<file path="src/rtl/smc_pkg.sv">
// Shared types and constants for the SMC write-strobe controller.
// Optional TURN phase is enabled by defining SMC_WR_TURNAROUND_EN.
package smc_pkg;

  localparam int SMC_CNT_W = 4;
  localparam int SMC_BE_W  = 4;

  typedef enum logic [2:0] {
    ST_IDLE   = 3'd0,
    ST_SETUP  = 3'd1,
    ST_STROBE = 3'd2,
`ifdef SMC_WR_TURNAROUND_EN
    ST_HOLD   = 3'd3,
    ST_TURN   = 3'd4
`else
    ST_HOLD   = 3'd3
`endif
  } smc_state_e;

  // Levels driven on the bus-facing outputs whenever no strobe is active.
  localparam logic WR_ACK_OFF = 1'b0;
  localparam logic R_FULL_OFF = 1'b0;
  localparam logic N_R_WR_OFF = 1'b1;

endpackage

</file>
<file path="src/rtl/smc_wait_cnt.sv">
// Phase timer: loadable down-counter that saturates at zero.
module smc_wait_cnt #(
  parameter int CNT_W = 4
) (
  input  logic             sys_clk,
  input  logic             sys_reset,
  input  logic             load,
  input  logic [CNT_W-1:0] load_val,
  input  logic             dec,
  output logic             zero
);

  logic [CNT_W-1:0] cnt_q, cnt_d;

  always_comb begin
    cnt_d = cnt_q;
    if (load)                   cnt_d = load_val;
    else if (dec && cnt_q != '0) cnt_d = cnt_q - CNT_W'(1);
  end

  // NOTE: sequential state uses non-blocking assignments only; reset is sampled on the clock edge.
  always_ff @(posedge sys_clk) begin
    if (sys_reset) cnt_q <= '0;
    else           cnt_q <= cnt_d;
  end

  assign zero = (cnt_q == '0);

endmodule

</file>
<file path="src/rtl/smc_wr_strobe_ctrl.sv">
// Static-memory write strobe sequencer: SETUP -> STROBE -> HOLD (-> TURN) -> ack.
// Define SMC_WR_TURNAROUND_EN to add the cfg_wt port and TURN phase.
module smc_wr_strobe_ctrl
  import smc_pkg::*;
#(
  parameter int CNT_W = SMC_CNT_W,
  parameter int BE_W  = SMC_BE_W
) (
  input  logic             sys_clk,
  input  logic             sys_reset,
  input  logic             wr_req,
  input  logic [BE_W-1:0]  wr_be,
  input  logic [CNT_W-1:0] cfg_ws,
  input  logic [CNT_W-1:0] cfg_we,
  input  logic [CNT_W-1:0] cfg_wh,
`ifdef SMC_WR_TURNAROUND_EN
  input  logic [CNT_W-1:0] cfg_wt,
`endif
  output logic             wr_ack,
  output logic             busy,
  output logic             r_full,
  output logic [BE_W-1:0]  n_r_we,
  output logic             n_r_wr
);

  smc_state_e       state_q, state_d;
  logic [BE_W-1:0]  be_q, be_d;
  logic [CNT_W-1:0] we_q, we_d;
  logic [CNT_W-1:0] wh_q, wh_d;
`ifdef SMC_WR_TURNAROUND_EN
  logic [CNT_W-1:0] wt_q, wt_d;
`endif

  logic             cnt_load, cnt_dec, cnt_zero;
  logic [CNT_W-1:0] cnt_val;
  smc_state_e       post_state;
  logic [CNT_W-1:0] post_val;

  logic             wr_ack_q, wr_ack_d;
  logic             busy_q, busy_d;
  logic             r_full_q, r_full_d;
  logic [BE_W-1:0]  n_r_we_q, n_r_we_d;
  logic             n_r_wr_q, n_r_wr_d;

  // The setup count is captured directly into the counter at acceptance.
  smc_wait_cnt #(.CNT_W(CNT_W)) u_wait_cnt (
    .sys_clk  (sys_clk),
    .sys_reset(sys_reset),
    .load     (cnt_load),
    .load_val (cnt_val),
    .dec      (cnt_dec),
    .zero     (cnt_zero)
  );

  always_comb begin
    // NOTE: every combinational output gets a default first so no latch can be inferred.
    state_d    = state_q;
    be_d       = be_q;
    we_d       = we_q;
    wh_d       = wh_q;
`ifdef SMC_WR_TURNAROUND_EN
    wt_d       = wt_q;
    post_state = (wt_q != '0) ? ST_TURN : ST_IDLE;
    post_val   = wt_q - CNT_W'(1);
`else
    post_state = ST_IDLE;
    post_val   = '0;
`endif
    cnt_load   = 1'b0;
    cnt_dec    = 1'b0;
    cnt_val    = '0;

    unique case (state_q)
      ST_IDLE: begin
        if (wr_req && !wr_ack_q) begin
          be_d     = wr_be;
          we_d     = cfg_we;
          wh_d     = cfg_wh;
`ifdef SMC_WR_TURNAROUND_EN
          wt_d     = cfg_wt;
`endif
          cnt_load = 1'b1;
          if (cfg_ws != '0) begin
            state_d = ST_SETUP;
            cnt_val = cfg_ws - CNT_W'(1);
          end else begin
            state_d = ST_STROBE;
            cnt_val = cfg_we;
          end
        end
      end
      ST_SETUP: begin
        if (cnt_zero) begin
          state_d  = ST_STROBE;
          cnt_load = 1'b1;
          cnt_val  = we_q;
        end else cnt_dec = 1'b1;
      end
      ST_STROBE: begin
        if (!cnt_zero)         cnt_dec = 1'b1;
        else if (wh_q != '0) begin
          state_d  = ST_HOLD;
          cnt_load = 1'b1;
          cnt_val  = wh_q - CNT_W'(1);
        end else begin
          state_d  = post_state;
          cnt_load = (post_state != ST_IDLE);
          cnt_val  = post_val;
        end
      end
      ST_HOLD: begin
        if (!cnt_zero) cnt_dec = 1'b1;
        else begin
          state_d  = post_state;
          cnt_load = (post_state != ST_IDLE);
          cnt_val  = post_val;
        end
      end
`ifdef SMC_WR_TURNAROUND_EN
      ST_TURN: begin
        if (cnt_zero) state_d = ST_IDLE;
        else          cnt_dec = 1'b1;
      end
`endif
      default: state_d = ST_IDLE;
    endcase

    // Outputs are registered from the next state so they align with the phase itself.
    wr_ack_d = (state_q != ST_IDLE) && (state_d == ST_IDLE);
    busy_d   = (state_d != ST_IDLE);
    r_full_d = (state_d == ST_STROBE);
    n_r_wr_d = (state_d == ST_STROBE) ? 1'b0 : N_R_WR_OFF;
    n_r_we_d = (state_d == ST_STROBE) ? ~be_d : '1;
  end

  always_ff @(posedge sys_clk) begin
    if (sys_reset) begin
      state_q  <= ST_IDLE;
      be_q     <= '0;
      we_q     <= '0;
      wh_q     <= '0;
`ifdef SMC_WR_TURNAROUND_EN
      wt_q     <= '0;
`endif
      wr_ack_q <= WR_ACK_OFF;
      busy_q   <= 1'b0;
      r_full_q <= R_FULL_OFF;
      n_r_wr_q <= N_R_WR_OFF;
      n_r_we_q <= '1;
    end else begin
      state_q  <= state_d;
      be_q     <= be_d;
      we_q     <= we_d;
      wh_q     <= wh_d;
`ifdef SMC_WR_TURNAROUND_EN
      wt_q     <= wt_d;
`endif
      wr_ack_q <= wr_ack_d;
      busy_q   <= busy_d;
      r_full_q <= r_full_d;
      n_r_wr_q <= n_r_wr_d;
      n_r_we_q <= n_r_we_d;
    end
  end

  assign wr_ack = wr_ack_q;
  assign busy   = busy_q;
  assign r_full = r_full_q;
  assign n_r_we = n_r_we_q;
  assign n_r_wr = n_r_wr_q;

endmodule

</file>
<file path="config.mk">
export PLATFORM = sky130hd
export DESIGN_NAME = smc_wr_strobe_ctrl
export DESIGN_NICKNAME = d
export VERILOG_FILES = /design/src/rtl/smc_pkg.sv /design/src/rtl/smc_wait_cnt.sv /design/src/rtl/smc_wr_strobe_ctrl.sv
export SDC_FILE = /design/constraint.sdc
export NUM_CORES = 1
export LEC_CHECK = 0
export ABC_AREA = 1
export BUFFER_PORTS_ARGS = -buffer_cell sky130_fd_sc_hd__buf_2
export CORE_AREA = 2 2 52 54
export CTS_CLUSTER_DIAMETER = 150
export DETAILED_ROUTE_END_ITERATION = 10
export DIE_AREA = 0 0 54 56
export MAX_ROUTING_LAYER = met4
export PLACE_DENSITY = 0.84
export SYNTH_ARGS = -nofsm -noshare
export SYNTH_HDL_FRONTEND = slang
export SYNTH_SLANG_ARGS = --single-unit
</file>
<file path="constraint.sdc">
create_clock -name sys_clk -period 2.2 [get_ports sys_clk]
set_input_delay 0 -clock sys_clk [delete_from_list [all_inputs] [get_ports sys_clk]]
set_output_delay 0 -clock sys_clk [all_outputs]
set_load 0.005 [all_outputs]
</file>
# == Yosys cells after proc, flatten, opt, wreduce, memory -nomap -nowiden ==
# Cells that the tools add are included.
# op_classes
eq_ne,4
addsub,3
n_mux,25
n_bitwise,2
n_reduce_logical,16
# ops
cell,count
$mux 4,9
$mux 3,4
$pmux 3 s4,1
$pmux 4 s3,1
$reduce_bool 4->1,3
$sub 4x1->4 const B,3
$eq 3x2->1 const B,3
$mux 1,7
$logic_not 3->1,2
$reduce_bool 3->1,2
$logic_not 4->1,1
$mux 2,2
$not 4->4,1
$eq 3x1->1 const B,1
$logic_and 1x1->1,3
$pmux 1 s3,1
$reduce_or 3->1,1
$reduce_and 2->1,1
$reduce_bool 2->1,1
$reduce_or 2->1,1
$logic_not 1->1,1
$not 1->1,1
# word_totals
out_inout_bits,8
input_bits,19
ff_bits,27
word_cells,60

# == Longest topological paths before layout ==
# Gate-level depths: netlist (run 1).
# logic_depth
ltp_word,7
depth_mapped,11
mapped_depth_nobuf,11

# == Modules after synthesis ==
# From an unflattened synthesis (run 1), not the netlist that was laid out.
# unflattened
cells_unflattened,195
hier_area_um2,1432.6
# by_module_without_submodules
module,instances,cells_per_inst,seq_area_each_um2,area_each_um2
smc_wr_strobe_ctrl,1,154,460.4,1158.6
smc_wait_cnt,1,41,80.1,274.0

# == Least setup slack after synthesis (run 1) ==
# No wires, ideal clock.
# synth_path
kind,reg-to-reg
start,register u_wait_cnt.cnt_q[0]
end,register u_wait_cnt.cnt_q[2]
path_buffers,0
synth_period_minus_slack_ns,1.394
t_arrival_ns,1.285
path_stages_with_launch,12
setup_ns,0.110
setup_slack_ns,0.806
required_ns,2.090
cell_sequence,dfxtp_1 > inv_1 > ha_1 > nand2_2 > nor2_4 > nand3_1 > nand3_1 > inv_2 > nand2_1 > nand3_1 > nand2_1 > inv_1
# synth_between
elab_chain_cells,5
elab_cells_between_ends,15
classes_between,add/sub (1); mux (10); reduce/logical (4)
# synth_rtl
element,line_no,text
from (decl),smc_wait_cnt.sv:13,"logic [CNT_W-1:0] cnt_q, cnt_d;"
from (signal assigned),smc_wait_cnt.sv:24,else cnt_q <= cnt_d;
branches (longest 5 deep; another with $sub 4x1->4),-,
# Several ways; the timed one is not identified. The select of a mux whose other input is x is not followed.
# A chain may end at the register's enable or synchronous reset.

# == Worst setup path after layout (run 1) ==
# layout_path
start,register state_q[1]
end,register u_wait_cnt.cnt_q[1]
# layout_between
elab_chain_cells,5
elab_cells_between_ends,11
classes_between,eq/ne (3); mux (4); reduce/logical (4)
# layout_rtl
element,line_no,text
from (decl),smc_wr_strobe_ctrl.sv:26,"smc_state_e state_q, state_d;"
from (signal assigned),smc_wr_strobe_ctrl.sv:151,state_q <= state_d;
$eq 3x2->1 or $eq 3x1->1 (tied branches),smc_wr_strobe_ctrl.sv:73,unique case (state_q)
$reduce_or 3->1 (no line),-,
$mux 1,-,
$logic_and 1x1->1,smc_wait_cnt.sv:18,else if (dec && cnt_q != '0) cnt_d = cnt_q - CNT_W'(1);
$reduce_bool 2->1 (no line),-,
# Parallel ways exist; a longest one is shown, timed or not.

==> results of run 1 <==
==> routing by layer <==
metal	wire length (µm)	vias up	GRT usage, %	share of wire [%]
met4	25	0	7.50	0.85
met5	0	-	-	0
met1	1250	582	26.5	43
met2	1520	33	39.2	52
met3	132	4	5.11	4.5
li1	-	700	-	-
==> worst max path at each step <==
stage / from / end / slack, ns
3_5_place_dp: state_q[1]$_SDFF_PP0_ / u_wait_cnt.cnt_q[1]$_SDFFE_PP0P_ / 0.49
5_1_grt: state_q[1]$_SDFF_PP0_ / u_wait_cnt.cnt_q[1]$_SDFFE_PP0P_ / 0.21
2_1_floorplan: u_wait_cnt.cnt_q[0]$_SDFFE_PP0P_ / u_wait_cnt.cnt_q[2]$_SDFFE_PP0P_ / 0.81
3_3_place_gp: state_q[1]$_SDFF_PP0_ / u_wait_cnt.cnt_q[1]$_SDFFE_PP0P_ / 0.50
6_report: state_q[1]$_SDFF_PP0_ / u_wait_cnt.cnt_q[1]$_SDFFE_PP0P_ / 0.45
4_1_cts: state_q[1]$_SDFF_PP0_ / u_wait_cnt.cnt_q[1]$_SDFFE_PP0P_ / 0.46
==> kinds of logic after synthesis <==
kind of cell / after synthesis
AOI/OAI and AO/OA: 30
xor gates and xnor gates: 3
adders and majority gates: 5
buffers and inverters: 29
DFF: 27
other: 1
and+or+nand+nor: 98
==> through the flow <==
step           setup WS, ns  power (µW)  hold slack (ns)  instance area [µm²]
2_1_floorplan         0.806         700           0.0691                 1360
5_1_grt               0.209        1040            0.213                 1670
6_report              0.446         981            0.155                 1670
4_1_cts               0.458         987            0.151                 1670
3_3_place_gp          0.498         749            0.251                 1510
3_5_place_dp          0.493         755            0.249                 1510
==> placed cells by master (no fill, tap or decap), types with 10 or more instances in the layout <==
cell / instances
a21oi_1: 10
buf_2: 26
dfxtp_1: 27
dlygate4sd3_1: 13
inv_1: 21
nand2_1: 36
nand3_1: 19
nor2_1: 29
o21ai_0: 15
==> area by class of cell <==
class / count / share of cell area [%]
clock buffers: 3 / 1.35
clock inverters: 1 / 0.449
inverters: 26 / 5.83
multi-input cells: 137 / 42.3
flip-flops and latches: 27 / 32.3
well taps: 30 / 2.24
repair buffers: 39 / 15.6
==> worst max-delay path: stages, from the launching register on <==
cell and delay, ns:
dfxtp_1 0.39, nor2_2 0.14, nand2_1 0.10, nor2_1 0.49, o21ai_0 0.24, a21oi_1 0.17, nor2_1 0.06, a21oi_1 0.12
==> power by group through the flow <==
stage | Clock [µW] | Sequential (µW) | Combinational [µW]
after floorplan | 0 | 547 | 153
after global placement | 0 | 549 | 200
after detailed placement | 0 | 550 | 205
after CTS | 225 | 539 | 224
after global routing | 238 | 542 | 260
final | 216 | 539 | 226
==> sequential cells by signal, indices dropped and copies added, names as in the netlist <==
name,count
wr_ack,1
n_r_we,4
we_q,4
be_q,4
u_wait_cnt.cnt_q,4
state_q,3
busy,1
wh_q,4
r_full,1
n_r_wr,1
==> impl_metrics.tcl, run 1 <==
set metrics [dict create \
    postSynth.asyncResetShare_pct 0 \
    rows 18 \
    ctsResizeCount 0 \
    status "finished clean" \
    final_util_pct 68.8 \
    vias 1319 \
    synthCells 193 \
    grt_antenna_before_repair 0 \
    avgRoutedWirePerCell_um 11.1 \
    grt_pass1_wl_mm 5.22 \
    die_w_um 54 \
    hold_buffers 13 \
    hold_violations 0 \
    drt-pass1-iter-count 5 \
    nets 258 \
    synth-adder-area-share_pct 4.59 \
    r2r_cells 7 \
    io_buffers 26 \
    synthSimpleGateAreaFrac_pct 32.8 \
    die_area_um2 3020 \
    slew_violations 0 \
    synth_compound_area_share_pct 12.3 \
    yosys-top-cells-count "nand2_1 (36), nor2_1 (29), dfxtp_1 (27), inv_1 (21), nand3_1 (19)" \
    antenna_cells 0 \
    clkSlewWorstSetupHoldPaths_ns 0.13 \
    synthToLayoutAreaGrowth_pct 22.7 \
    end_kind "register" \
    final.period_utilization_pct 79.7 \
    dpl.hpwl_mm 2.07 \
    finClkSkew_ns 0.0101 \
    post-synth-top-count-cell "nand2_1" \
    synth_flop_cell "dfxtp_1" \
    clock-sinks 27 \
    synth_largest_area_cell "dfxtp_1" \
    drtIter0Drc 35 \
    clock_path_buffers 2 \
    maxClockFrequency_mhz 570 \
    grtUsageTotal_pct 23.2 \
    grt_pass1_vias 1334 \
    finalNonFillerCells 263 \
    yosysUniqueCellTypes 26 \
    die_h_um 56 \
    cts_setup_buffers 0 \
    synth_top_family_by_area "simple AND/OR/NAND/NOR gates" \
    leakagePower_uw 0.000800 \
    gr-total-overflow 0 \
    antenna_left 0 \
    crit_required_ns 2.47 \
    fillerInstances 226 \
    io_pins 27 \
    viasPerCell 5.02 \
    holdPathEnd "u_wait_cnt.cnt_q[0]$_SDFFE_PP0P_" \
    seqCellArea_um2 541 \
    yosys_warnings 0 \
    finalSetupTns_ns 0 \
    clkLatencyLatePin_ns 0.33 \
    p_int_uw 683 \
    p_per_area_nw_per_um2 586 \
    coreArea_um2 2430 \
    gp_congestion 0.891 \
    timing.slew.headroom_pct 59.4 \
    ys_seq_area_share_pct 39.6 \
    dp.cells 246 \
    synth_area_um2 1360 \
    switching_share_pct 30.4 \
    synthTopCellsByArea "dfxtp_1 (40%), nand2_1 (9.9%), nor2_1 (8.0%), nand3_1 (7.0%), inv_1 (5.8%)" \
    rsz0062_at_grt "no" \
    pwr-share-comb_pct 23.0 \
    fin_crit_ns 1.75 \
    routed_wl_mm 2.93 \
    hold-path-cell-count 6 \
    hp-start "cfg_ws[0]" \
    syn-num-nets 217 \
    root_buffer "clkbuf_4" \
    rr_startpoint "state_q[1]$_SDFF_PP0_" \
    hold_path_class "in -> reg" \
    multi_input_area_um2 707 \
    critPathKind "reg -> reg" \
    drc_errors 0 \
    startpoint_type "register" \
    synthMuxAreaShare_pct 0 \
    cp_max_fo 12 \
    syn_avg_cell_area_um2 7.07 \
    drv_cap 0 \
    cts_buffers 3 \
    synthXorXnorAreaFrac_pct 1.93 \
    seq_power_share_pct 54.9 \
    drive_gt1_share_pct 18.9 \
    crit_arrival_ns 2.02 \
    ys_ff_latch 27 \
    rrSetupSlack_ns 0.45 \
    start_util_pct 56.1 \
    worst_slew_pin_slew_ns 0.607 \
    p_switching_uw 298 \
    grt_max_degree 19 \
    finalSetupViolCount 0 \
    cts_htree_levels 1 \
    synth_edf_count 0 \
    timing.rr.end "u_wait_cnt.cnt_q[1]$_SDFFE_PP0P_" \
    clock_power_share_pct 22.1 \
    ir_drop_v 0.000557 \
    cts_tree "built" \
    synth_top_area_share_pct 39.6 \
]
Note: power is estimated with default switching activity, not from simulation.
==> run 2, diff against run 1 <==
Settings changed: CORE_AREA 2 2 52 54 to 2 2 54 56, DIE_AREA 0 0 54 56 to 0 0 56 58, PLACE_DENSITY 0.84 to 0.79.
Clock period 2.2 ns to 1.8 ns, I/O delays scaled along.
==> impl_metrics.tcl, run 2 (synthesized netlist as in run 1, its figures left out) <==
set metrics [dict create \
    rsz0062_at_grt "no" \
    final_util_pct 63.4 \
    rows 19 \
    clock_path_buffers 2 \
    die_h_um 58 \
    start_util_pct 51.2 \
    dpl.hpwl_mm 2.06 \
    finalSetupViolCount 0 \
    viasPerCell 4.98 \
    status "finished clean" \
    clkLatencyLatePin_ns 0.32 \
    whs_ns 0.147 \
    cts_tree "built" \
    coreArea_um2 2660 \
    fin_crit_ns 1.59 \
    maxClockFrequency_mhz 631 \
    ir_drop_v 0.000728 \
    drtIter0Drc 23 \
    io_pins 27 \
    layout_common_cells "nand2_1 (36), nor2_1 (29), dfxtp_1 (27)" \
    final_common_cell "nand2_1" \
    grt_pass1_wl_mm 5.14 \
    total_power_uw 1210 \
    grtUsageTotal_pct 20.2 \
    grt_max_degree 19 \
    cts_htree_levels 1 \
    finalSetupTns_ns 0 \
    drv_cap 0 \
    finClkSkew_ns 0.00289 \
    gr-total-overflow 0 \
    drive_gt1_share_pct 19.6 \
    leakagePower_uw 0.000811 \
    p_per_area_nw_per_um2 714 \
    crit_arrival_ns 1.82 \
    antenna_cells 0 \
    avgRoutedWirePerCell_um 11.0 \
    crit_required_ns 2.03 \
    startpoint_type "register" \
    drc_errors 0 \
    grt_antenna_before_repair 0 \
    cts_setup_buffers 0 \
    fillerInstances 250 \
    grt_pass1_vias 1226 \
    root_buffer "clkbuf_4" \
    critPathKind "reg -> reg" \
    clock-sinks 27 \
    cp_max_fo 6 \
    end_kind "register" \
    hold_violations 0 \
    gp_congestion 0.820 \
    clkSlewWorstSetupHoldPaths_ns 0.15 \
    hold_path_class "in -> reg" \
    synthToLayoutAreaGrowth_pct 23.9 \
    drt-pass1-iter-count 4 \
    slew_violations 0 \
    antenna_left 0 \
    nets 260 \
    die_w_um 56 \
    die_area_um2 3250 \
    final.period_utilization_pct 88.1 \
    routed_wl_mm 2.93 \
    cts_buffers 3 \
    vias 1326 \
    io_buffers 26 \
]
[run 2: cell count changes in the layout (fill, tap and decap cells not counted), sizes merged]
cell	delta
buf	+2
[run 2: metrics by stage]
step | area [µm²] | cells | worst slack, ns
finish | 1690 | 266 | 0.215
global route | 1690 | 266 | 0.0884
CTS | 1690 | 266 | 0.242
detailed placement | 1530 | 249 | 0.258
global placement | 1530 | 249 | 0.314
floorplan | 1360 | 193 | 0.406
[run 2: repair_timing]
action,4_1_cts,5_1_grt
hold endpoints to repair,18,0
hold buffers,13,0
gates resized for setup,0,0
[run 2: critical path, stage by stage (launching register included)]
cell     delay [ns]
dfxtp_1        0.35
inv_1          0.10
ha_1           0.23
nand2_2        0.08
nor2_4         0.13
nand3_1        0.18
nand4_2        0.21
and2_1         0.17
nand2_1        0.05
[run 2: worst paths after layout]
kind | from | to | slack [ns] | cells past startpoint
worst max-delay path | u_wait_cnt.cnt_q[0]$_SDFFE_PP0P_ | n_r_wr$_SDFF_PP1_ | 0.21 | 8
worst min-delay path | cfg_ws[0] | u_wait_cnt.cnt_q[0]$_SDFFE_PP0P_ | 0.15 | 6
worst max register to register | u_wait_cnt.cnt_q[0]$_SDFFE_PP0P_ | n_r_wr$_SDFF_PP1_ | 0.21 | 8
worst min register to register | wh_q[3]$_SDFFE_PP0P_ | wh_q[3]$_SDFFE_PP0P_ | 0.51 | 2
[run 2: per-layer routing]
metal  vias to the layer above  routed length (µm)  global-route usage [%]
met1                       600                1410                    24.3
li1                        701                   -                       -
met5                         -                   0                       -
met4                         0                  25                    5.44
met3                         4                  73                    3.35
met2                        21                1420                    35.3
[run 2: report_power, final]
group | internal [µW] | switching [µW] | total, µW
registers | 637 | 20.9 | 658
logic | 114 | 166 | 281
clock network | 84.8 | 183 | 267
total | 836 | 370 | 1210
[run 2: cell type report]
type,instances,area (µm²),area share (%)
inverter,26,97.6,5.78
clock inverter,1,7.51,0.444
sequential,27,541,32.0
tap,31,38.8,2.30
multi-input combinational,137,707,41.9
clock buffer,3,22.5,1.33
timing repair buffer,41,275,16.3
